### src/rtl/pa_fpu.sv
// Shared FPU types and field widths for the Sol-1 floating-point datapath.
package pa_fpu;

    typedef enum logic [1:0] {
        norm_idle_st  = 2'd0,
        norm_shift_st = 2'd1,
        norm_round_st = 2'd2,
        norm_done_st  = 2'd3
    } e_norm_state;

    localparam logic [7:0] EXP_INF    = 8'hFF;
    localparam int         EXP_BIAS   = 127;
    localparam int         FRAC_W     = 23;
    localparam int         MANT_EXT_W = 27;

endpackage

### src/rtl/fpu_normalize_round.sv
// Round-to-nearest-even on a normalised 24-bit significand plus guard/sticky,
// with exponent bump on round carry and overflow to signed infinity.
module fpu_round_rne
    import pa_fpu::*;
(
    input  logic [25:0] i_mant,
    input  logic [8:0]  i_exp,
    input  logic        i_sign,
    output logic [31:0] o_result,
    output logic        o_ovf,
    output logic        o_inexact
);

    logic        w_round_up;
    logic [24:0] w_frac25;
    logic [8:0]  w_exp_adj;

    // Round decision, significand increment and exponent adjust on carry-out.
    always_comb begin
        w_round_up = i_mant[1] & (i_mant[0] | i_mant[2]);
        w_frac25   = {1'b0, i_mant[25:2]} + {24'd0, w_round_up};
        w_exp_adj  = i_exp + {8'd0, w_frac25[24]};
        o_ovf      = (w_exp_adj >= {1'b0, EXP_INF});
        o_inexact  = i_mant[1] | i_mant[0] | o_ovf;
        if (o_ovf)
            o_result = {i_sign, EXP_INF, {FRAC_W{1'b0}}};
        else
            o_result = {i_sign, w_exp_adj[7:0], w_frac25[FRAC_W-1:0]};
    end

endmodule

### src/rtl/fpu_normalize.sv
// Post-add normalise/round stage: one-bit shift per clock, RNE rounding,
// overflow to infinity and flush of subnormal results to signed zero.
//
// state          | meaning
// norm_idle_st   | waiting for a raw result, in_ready high
// norm_shift_st  | normalising one bit per clock, zero/flush/overflow checks
// norm_round_st  | applying round-to-nearest-even, assembling result
// norm_done_st   | result held until out_ready
module fpu_normalize
    import pa_fpu::*;
#(
    parameter int FLUSH_DENORM = 1
) (
    input  logic                  clk,
    input  logic                  arst,
    input  logic                  in_valid,
    output logic                  in_ready,
    input  logic                  in_sign,
    input  logic [7:0]            in_exp,
    input  logic [MANT_EXT_W-1:0] in_mant,
    output logic                  out_valid,
    input  logic                  out_ready,
    output logic [31:0]           out_result,
    output logic                  out_ovf,
    output logic                  out_unf,
    output logic                  out_inexact,
    output logic                  busy
);

    e_norm_state           r_state;
    logic                  r_sign;
    logic [8:0]            r_exp;
    logic [MANT_EXT_W-1:0] r_mant;
    logic [31:0]           r_result;
    logic                  r_ovf;
    logic                  r_unf;
    logic                  r_inexact;

    logic [MANT_EXT_W-1:0] w_mant_rsh;
    logic [8:0]            w_exp_inc;
    logic [31:0]           w_rnd_result;
    logic                  w_rnd_ovf;
    logic                  w_rnd_inexact;

    // Carry fold-back: the bit dropped off the bottom is kept in sticky.
    always_comb begin
        w_mant_rsh = {1'b0, r_mant[MANT_EXT_W-1:2], r_mant[1] | r_mant[0]};
        w_exp_inc  = r_exp + 9'd1;
    end

    fpu_round_rne u_round (
        .i_mant    (r_mant[25:0]),
        .i_exp     (r_exp),
        .i_sign    (r_sign),
        .o_result  (w_rnd_result),
        .o_ovf     (w_rnd_ovf),
        .o_inexact (w_rnd_inexact)
    );

    // Sequencer: accept, shift-normalise, round, hold result for the consumer.
    always_ff @(posedge clk or posedge arst) begin
        if (arst) begin
            r_state   <= norm_idle_st;
            r_sign    <= 1'b0;
            r_exp     <= 9'd0;
            r_mant    <= '0;
            r_result  <= 32'd0;
            r_ovf     <= 1'b0;
            r_unf     <= 1'b0;
            r_inexact <= 1'b0;
        end else begin
            case (r_state)
                norm_idle_st: begin
                    if (in_valid) begin
                        r_sign    <= in_sign;
                        r_exp     <= {1'b0, in_exp};
                        r_mant    <= in_mant;
                        r_ovf     <= 1'b0;
                        r_unf     <= 1'b0;
                        r_inexact <= 1'b0;
                        r_state   <= norm_shift_st;
                    end
                end
                norm_shift_st: begin
                    if (r_mant == '0) begin
                        r_result <= {r_sign, 31'd0};
                        r_state  <= norm_done_st;
                    end else if (r_mant[26]) begin
                        r_mant <= w_mant_rsh;
                        r_exp  <= w_exp_inc;
                        if (w_exp_inc == {1'b0, EXP_INF}) begin
                            r_result  <= {r_sign, EXP_INF, {FRAC_W{1'b0}}};
                            r_ovf     <= 1'b1;
                            r_inexact <= 1'b1;
                            r_state   <= norm_done_st;
                        end else begin
                            r_state <= norm_round_st;
                        end
                    end else if (r_mant[25]) begin
                        r_state <= norm_round_st;
                    end else if (r_exp <= 9'd1) begin
                        // Too small for a normal: flush to signed zero.
                        r_result  <= {r_sign, 31'd0};
                        r_unf     <= (FLUSH_DENORM != 0);
                        r_inexact <= 1'b1;
                        r_state   <= norm_done_st;
                    end else begin
                        r_mant <= {r_mant[MANT_EXT_W-2:0], 1'b0};
                        r_exp  <= r_exp - 9'd1;
                    end
                end
                norm_round_st: begin
                    r_result  <= w_rnd_result;
                    r_ovf     <= w_rnd_ovf;
                    r_inexact <= r_inexact | w_rnd_inexact;
                    r_state   <= norm_done_st;
                end
                norm_done_st: begin
                    if (out_ready)
                        r_state <= norm_idle_st;
                end
                default: r_state <= norm_idle_st;
            endcase
        end
    end

    assign in_ready    = (r_state == norm_idle_st);
    assign out_valid   = (r_state == norm_done_st);
    assign busy        = (r_state != norm_idle_st);
    assign out_result  = r_result;
    assign out_ovf     = r_ovf;
    assign out_unf     = r_unf;
    assign out_inexact = r_inexact;

endmodule
### config.mk
export PLATFORM = sky130hd
export DESIGN_NAME = fpu_normalize
export DESIGN_NICKNAME = d
export VERILOG_FILES = /design/src/rtl/pa_fpu.sv /design/src/rtl/fpu_normalize_round.sv /design/src/rtl/fpu_normalize.sv
export SDC_FILE = /design/constraint.sdc
export NUM_CORES = 1
export LEC_CHECK = 0
export BUFFER_PORTS_ARGS = -buffer_cell sky130_fd_sc_hd__buf_2
export CAP_MARGIN = 20
export CORE_UTILIZATION = 55
export CTS_CLUSTER_DIAMETER = 200
export DETAILED_ROUTE_END_ITERATION = 10
export PLACE_DENSITY_LB_ADDON = 0.12
export SLEW_MARGIN = 40
export SYNTH_ARGS = -nofsm -noshare
export SYNTH_HDL_FRONTEND = slang
export SYNTH_SLANG_ARGS = --single-unit
### constraint.sdc
create_clock -name clk -period 7.55 [get_ports clk]
set_input_delay 0.755 -clock clk [delete_from_list [all_inputs] [get_ports clk]]
set_output_delay 0.755 -clock clk [all_outputs]
set_load 0.01 [all_outputs]
# Word level (Yosys, flattened, before mapping)
# Index checks and enable logic that the tools add are counted.
[classes] n_eq_ne=20 n_reduce_logical=14 n_bitwise=5 magnitude_cmp=2 addsub=4 mux=40
[ops] operator="2-to-1 mux 32 bit" count=5
[ops] operator="2-to-1 mux 26 bit" count=3
[ops] operator="one-hot mux 32 bit (2 select lines)" count=1
[ops] operator="2-to-1 mux 27 bit" count=2
[ops] operator="one-hot mux 27 bit (2 select lines)" count=1
[ops] operator="2-to-1 mux 9 bit" count=5
[ops] operator="2-to-1 mux 31 bit" count=1
[ops] operator="zero test 27 bit" count=1
[ops] operator="adder 24 x 1 -> 25 bit" count=1
[ops] operator="one-hot mux 9 bit (2 select lines)" count=1
[ops] operator="inequality test 2 bit, second input constant" count=7
[ops] operator="2-to-1 mux 2 bit" count=6
[ops] operator="inequality test 3 bit, second input constant" count=4
[ops] operator="inequality test 4 bit, second input constant" count=3
[ops] operator="AND reduction 6 bit" count=2
[ops] operator="2-to-1 mux 1 bit" count=11
[ops] operator="AND reduction 5 bit" count=2
[ops] operator="adder 9 x 1 -> 9 bit" count=1
[ops] operator="adder 9 x 1 -> 9 bit, second input constant" count=1
[ops] operator="equality test 9 x 8 -> 1 bit, second input constant" count=1
[ops] operator="greater-or-equal comparator 9 x 8 -> 1 bit, second input constant" count=1
[ops] operator="less-or-equal comparator 9 x 1 -> 1 bit, second input constant" count=1
[ops] operator="subtractor 9 x 1 -> 9 bit, second input constant" count=1
[ops] operator="one-hot mux 2 bit (4 select lines)" count=1
[ops] operator="other kinds (14)" count=22
[totals] in_bits=40 ff_bits=74 out_inout_bits=38 wordCells=94

# Longest topological paths before layout
# Gate-level depths: netlist (run 1).
[depth] depth_word=8 ltp_mapped=14 ltp_nobuf=12

# Cells and area by module
# Synthesis (run 1) repeated with hierarchy kept, for this count alone.
[unflattened] cells_unflattened=615 area_unflattened_um2=5280.1
[modules_own_cells] mod="fpu_normalize" seq_area_each_um2=1851.8 cells_per_inst=472 area_each_um2=4259.1 n_inst=1
[modules_own_cells] mod="fpu_round_rne" seq_area_each_um2=0.0 cells_per_inst=143 area_each_um2=1021.0 n_inst=1

# Worst setup path after synthesis (run 1)
# OpenSTA, ideal clock, no wires.
[synth_timing] path_type="register to register" startpoint="register r_mant[1]" endpoint="register r_result[0], in the netlist out_result[0]" arrival_ns=3.663 n_path_buf=2 path_stages_with_launch=15 slack_ns=3.759 setup_time_ns=0.128 cell_sequence="dfrtp_1 -> clkbuf_1 -> and2_1 -> ha_1 -> nand3_1 -> nor4_1 -> nand3_1 -> nor3_1 -> ha_1 -> nand4_1 -> xnor2_1 -> or3_1 -> clkbuf_1 -> and3_1 -> mux2_1"
[synth_via] elab_chain_cells=6 word_cells_on_any_way=12
[synth_lines] item="start, declared" line_no="fpu_normalize.sv:33" rtl="logic [MANT_EXT_W-1:0] r_mant;"
[synth_lines] item="start signal, assigned" line_no="fpu_normalize.sv:77" rtl="r_mant <= in_mant;"
[synth_lines] item="start signal, assigned" line_no="fpu_normalize.sv:89" rtl="r_mant <= w_mant_rsh;"
[synth_lines] item="start signal, assigned" line_no="fpu_normalize.sv:108" rtl="r_mant <= {r_mant[MANT_EXT_W-2:0], 1'b0};"
[synth_lines] item="bitwise AND 1 bit" line_no="fpu_normalize_round.sv:20" rtl="w_round_up = i_mant[1] & (i_mant[0] | i_mant[2]);"
[synth_lines] item="adder 24 x 1 -> 25 bit" line_no="fpu_normalize_round.sv:21" rtl="w_frac25 = {1'b0, i_mant[25:2]} + {24'd0, w_round_up};"
[synth_lines] item="adder 9 x 1 -> 9 bit" line_no="fpu_normalize_round.sv:22" rtl="w_exp_adj = i_exp + {8'd0, w_frac25[24]};"
[synth_lines] item="greater-or-equal comparator 9 x 8 -> 1 bit" line_no="fpu_normalize_round.sv:23" rtl="o_ovf = (w_exp_adj >= {1'b0, EXP_INF});"
[synth_lines] item="2-to-1 mux 31 bit" line_no="fpu_normalize_round.sv:25" rtl="if (o_ovf)"
[synth_lines] item="one-hot mux 32 bit (2 select lines)" line_no="fpu_normalize.sv:72" rtl="case (r_state)"
[synth_lines] item="end signal, assigned" line_no="fpu_normalize.sv:86" rtl="r_result <= {r_sign, 31'd0};"
[synth_lines] item="end signal, assigned" line_no="fpu_normalize.sv:92" rtl="r_result <= {r_sign, EXP_INF, {FRAC_W{1'b0}}};"
[synth_lines] item="end signal, assigned" line_no="fpu_normalize.sv:103" rtl="r_result <= {r_sign, 31'd0};"
[synth_lines] item="end, declared" line_no="fpu_normalize.sv:34" rtl="logic [31:0] r_result;"
# Parallel ways exist; a longest one is shown, timed or not.
# A chain may end at the register's enable or synchronous reset.

# Worst setup path after layout (run 1)
[layout_timing] startpoint="register r_mant[1]" endpoint="register r_result[1], in the netlist out_result[1]"
# The elaborated chain is that of the path after synthesis.

==> flow_metrics.tcl, run 1 <==
set metrics [dict create \
    status "complete, no violations" \
    drt_iter0_markers 527 \
    grt_pass1_vias 4691 \
    fin_nets 669 \
    yosysSeqAreaShare 0.360 \
    fp-row-count 34 \
    final_antenna_net_count 0 \
    drc 0 \
    min_period_over_period 0.592 \
    path_cells "and2_1, ha_1, nand3_1, nor4_1, nand3_1, nor3_1, ha_1, nand4_1, xnor2_1, or3_1, and3_1, mux2_1" \
    tightest_slew_ns 0.754 \
    setup_viol 0 \
    cp-end-kind "register" \
    cts-root-buf "clkbuf_8" \
    wl_per_cell_um 19.3 \
    path_delay_family "simple AND/OR/NAND/NOR gates" \
    final_common_cell "buf_2" \
    timing.rr.start "r_mant[1]" \
    vias 4956 \
    max_slew_margin 0.493 \
    clock-sinks 74 \
    critPathSlowestCell "nor4_1" \
    die_area_um2 9730 \
    worst-path-buf-inv 0 \
    antenna_found_initial 0 \
    n_antenna_cell 0 \
    cp.required_ns 7.80 \
    drt_pass1_iterations 7 \
    gp_congestion 0.906 \
    synth-seq-cells 74 \
    track_usage 0.305 \
    r2r_cells 12 \
    finalHoldViolCount 0 \
    hold_ws_ns 0.482 \
    n_fill_cell 776 \
    fmax_mhz 224 \
    hp-start "out_result[1]" \
    viasPerCell 6.78 \
    initial_core_util 0.578 \
    hpwlAfterDp_mm 9.20 \
    max-clock-path-buffers 2 \
    layout_common_cells "77 x buf_2, 74 x dfrtp_1, 57 x o21ai_0" \
    clk_latency_ns 0.36 \
    die_w_um 98.6 \
    cts_htree_levels 3 \
    holdPathStages 1 \
    async_flop_share 1.00 \
    r2r-end "out_result[1]" \
    coreArea_um2 8890 \
    synth_area_um2 5140 \
    r2r_slack_ns 3.08 \
    leakagePower_nw 2.59 \
    syn_inst 585 \
    area_growth_syn_to_layout_pct 11.0 \
    fin_worst_skew_ns 0.0123 \
    min_to "out_result[1]" \
    avgSynthCellArea_um2 8.78 \
    clk_pin_slew_ns 0.08 \
    max_stage_delay_ns 0.72 \
    final_util 0.641 \
    cts-hold-fix-buffers 0 \
    syn-num-nets 636 \
    io_pins 78 \
    cts_tree "built" \
    placed_cell_area_um2 5460 \
    cts_buffers 9 \
    startpoint_type "register" \
    cts-resized-gates 0 \
    rsz0062_at_grt "false" \
    synth_edf_count 0 \
    grt_max_degree 75 \
    post_cts_buffers 0 \
    fin_area_um2 5700 \
    dieHeight_um 98.6 \
    period_needed_ns 4.47 \
    synth_ff_type "dfrtp_1" \
    yosys_warnings 0 \
    path_class "register to register" \
    finalMaxSlewViolations 0 \
    dp_slack_ns 3.20 \
    cap_violations 0 \
    finalSetupTns_ns 0 \
    grt_pass1_wl_mm 23.5 \
    grt_remaining_overflow 0 \
    hp-class "register to register" \
    ys_types 63 \
    arrival_ns 4.71 \
    final_layout_size_suffix_gt1_frac 0.204 \
    routed_wl_mm 14.1 \
    vdd_ir_drop_max_mv 0.275 \
    cp_max_fo 23 \
    power.density_nw_per_um2 467 \
    io_buffer_count 77 \
    setup_ws_ns 3.08 \
]
## cell families after synthesis
logic type               after synthesis  synth area share
AO/OA/AOI/OAI                        163             0.214
flip-flops                            74             0.360
XOR/XNOR                              26            0.0443
AND/OR/NAND/NOR                      182             0.194
buffers and inverters                 87            0.0718
adder cells (fa/ha/maj)               11            0.0268
multiplexers                          42            0.0886
## cell usage after synthesis (4+ instances only)
cell type,number,area [µm²]
nand3_1,26,130
and3_1,39,244
nand4_1,9,56.3
or3_1,5,31.3
a211oi_1,4,30.0
a31oi_1,4,25.0
o31ai_1,10,75.1
nand2_1,23,86.3
dfrtp_1,74,1850
ha_1,11,138
a221oi_1,24,210
o31a_1,6,52.6
o211ai_1,10,75.1
mux2_2,18,203
nor4_1,17,106
nor2_1,28,105
buf_2,6,30.0
xor2_1,12,105
clkbuf_1,47,176
o22ai_1,5,31.3
o21ai_0,57,285
a21oi_1,18,90.1
and4_1,4,35.0
nor3_1,16,80.1
mux2i_1,14,140
mux2_1,10,113
inv_1,24,90.1
xnor2_1,14,123
## layer usage
metal / vias to the layer above / wire, µm / track usage
met5: - / 0 / 0
met4: 0 / 272 / 0.0999
met3: 28 / 1080 / 0.0482
met2: 256 / 6910 / 0.507
met1: 2428 / 5880 / 0.408
li1: 2244 / - / -
## worst register-to-register path, cell delays in order (launching register included)
cell and delay (ns):
dfrtp_1 0.51, and2_1 0.21, ha_1 0.21, nand3_1 0.17, nor4_1 0.72, nand3_1 0.17
nor3_1 0.27, ha_1 0.31, nand4_1 0.26, xnor2_1 0.24, or3_1 0.68, and3_1 0.33
mux2_1 0.28
## per-stage QoR
step                      power [mW]  std cells
after floorplan                 1.90        585
after global placement          2.21        715
after detailed placement        2.25        715
after CTS                       2.65        731
after global routing            2.85        731
final                           2.66        731
## area by class of cell
cell class,instances,area (µm²),share of cell area
clock inverters,4,98.8,0.0173
repair buffers,84,442,0.0775
inverters,25,93.8,0.0165
clock buffers,12,145,0.0255
well taps,108,135,0.0237
flip-flops and latches,74,1850,0.325
multi-input cells,424,2940,0.515
## report_power, final
part | switching [mW] | internal, mW
Combinational | 0.818 | 0.582
Sequential | 0.290 | 0.583
Clock | 0.159 | 0.230
Total | 1.27 | 1.39
## worst max path at each step
| stage | start | endpoint | cells after the start |
|---|---|---|---|
| final | r_mant[1] | out_result[1] | 12 |
| after global routing | r_mant[1] | out_result[1] | 12 |
| after CTS | r_mant[1] | out_result[1] | 12 |
| after detailed placement | r_mant[1] | out_result[1] | 12 |
| after global placement | r_mant[1] | out_result[23] | 12 |
| after floorplan | r_mant[1] | out_result[0] | 14 |
## registers in the layout (all words and copies together) (netlist names)
signal	cells
out_inexact	1
out_ovf	1
out_result	32
out_unf	1
r_exp	9
r_mant	27
r_sign	1
r_state	2
No activity file was read; power rests on OpenSTA's default activity.
==> inputs of run 2 (changes only) <==
Settings changed: CORE_UTILIZATION 55 to 52.
Clock period 7.55 ns to 3.7 ns, I/O delays scaled along.
==> flow_metrics.tcl, run 2 (synthesis results as in run 1) <==
set metrics [dict create \
    status "complete, no violations" \
    fmax_mhz 297 \
    antenna_found_initial 0 \
    grt_remaining_overflow 0 \
    setup_viol 0 \
    dp.cells 763 \
    gp_congestion 0.867 \
    sequentialPowerShare 0.300 \
    switching_share 0.477 \
    grt_pass1_vias 4649 \
    post_cts_buffers 0 \
    path_class "register to register" \
    drt_iter0_markers 346 \
    grt_util_met3 0.0497 \
    hpwlAfterDp_mm 9.95 \
    finalMaxSlewViolations 0 \
    drc 0 \
    die_w_um 101 \
    n_fill_cell 837 \
    die_area_um2 10300 \
    power_frac_comb 0.584 \
    leakagePower_nw 2.70 \
    cap_violations 0 \
    grt_use_met2 0.500 \
    layout_common_cells "77 x buf_2, 74 x dfrtp_1, 57 x o21ai_0" \
    n_antenna_cell 0 \
    vias 4824 \
    tightest_slew_ns 0.642 \
    final_common_cell "buf_2" \
    hp-class "input port to async pin" \
    initial_core_util 0.546 \
    grt_busiest_layer "met2" \
    clk_latency_ns 0.36 \
    finalHoldViolCount 0 \
    p_int_mw 2.86 \
    fin_nets 696 \
    dieHeight_um 101 \
    r2r_slack_ns 0.33 \
    largest_reg_flops 32 \
    track_usage 0.291 \
    max_slew_margin 0.571 \
    finalSetupTns_ns 0 \
    drt_pass1_iterations 5 \
    startpoint_type "register" \
    cts-root-buf "clkbuf_8" \
    cts_buffers 9 \
    cp-end-kind "register" \
    rsz0062_at_grt "false" \
    clock_power_share 0.116 \
    routed_wl_mm 14.1 \
    arrival_ns 3.62 \
    total_power_mw 5.47 \
    clk_pin_slew_ns 0.08 \
    cp_max_fo 31 \
    grt_pass1_wl_mm 23.2 \
    io_buffer_count 77 \
    max-clock-path-buffers 2 \
    vdd_ir_drop_max_mv 0.402 \
    coreArea_um2 9420 \
    clock-sinks 74 \
    area_growth_syn_to_layout_pct 15.0 \
    power.density_nw_per_um2 926 \
    fp-row-count 35 \
    min_period_over_period 0.911 \
    io_pins 78 \
    grt_max_degree 40 \
    final_cells 778 \
    fin_worst_skew_ns 0.0122 \
    viasPerCell 6.20 \
    grt_use_met1 0.370 \
    period_needed_ns 3.37 \
    cp.required_ns 3.95 \
    cts_tree "built" \
    final_antenna_net_count 0 \
    wl_per_cell_um 18.2 \
    cts_htree_levels 3 \
    switching_power_mw 2.61 \
    final_layout_size_suffix_gt1_frac 0.242 \
]
==> run 2: metal layers <==
layer | share of wire | vias up
met5 | 0 | -
met4 | 0.017 | 0
met3 | 0.060 | 26
met2 | 0.50 | 171
met1 | 0.43 | 2325
li1 | - | 2302
==> run 2: worst paths after layout <==
path                           startpoint        endpoint  cells past startpoint
setup / recovery                r_mant[2]  out_result[23]                     14
setup reg to reg                r_mant[2]  out_result[23]                     14
min in group clk                  in_sign          r_sign                      2
hold / removal                       arst  out_result[20]                      2
hold reg to reg            out_result[10]  out_result[10]                      1
max in group asynchronous            arst        r_exp[7]                      3
==> run 2: worst max-delay path: stages, from the launching register on <==
cell and delay [ns]:
dfrtp_1 0.36, and2_1 0.15, ha_1 0.20, nand3_1 0.14
nor4_2 0.33, nand3_1 0.15, nor3_2 0.19, ha_1 0.28
nand4_1 0.16, buf_4 0.22, o31ai_2 0.24, and3b_1 0.21
buf_6 0.23, a21oi_1 0.10, mux2_1 0.31
==> run 2: power groups by stage <==
| stage | combinational (mW) | clock (mW) | sequential [mW] |
|---|---|---|---|
| floorplan | 2.41 | 0 | 1.48 |
| global placement | 3.06 | 0 | 1.63 |
| detailed placement | 3.15 | 0 | 1.64 |
| CTS | 3.15 | 0.652 | 1.63 |
| global route | 3.51 | 0.677 | 1.70 |
| finish | 3.20 | 0.634 | 1.64 |
==> run 2: timing repair <==
| item | 4_1_cts | 5_1_grt |
|---|---|---|
| setup endpoints to repair | 0 | 31 |
| gates resized for setup | 0 | 4 |
| hold buffers | 0 | 0 |
==> run 2: cell type report <==
| type | instances | area, µm² | area share |
|---|---|---|---|
| multi-input combinational | 424 | 2960 | 0.501 |
| inverter | 25 | 95.1 | 0.0161 |
| sequential | 74 | 1850 | 0.313 |
| clock inverter | 5 | 55.1 | 0.00932 |
| clock buffer | 10 | 138 | 0.0233 |
| timing repair buffer | 111 | 644 | 0.109 |
| tap | 129 | 161 | 0.0273 |
==> run 2: through the flow <==
stage	utilization	setup slack (ns)	hold slack (ns)	area [µm²]
after floorplan	-	0.0427	0.474	5140
final	0.627	0.329	0.0644	5910
after detailed placement	0.604	0.144	0.469	5690
after CTS	0.625	0.112	0.153	5880
after global routing	0.627	0.00748	0.101	5910
after global placement	0.604	0.322	0.466	5690
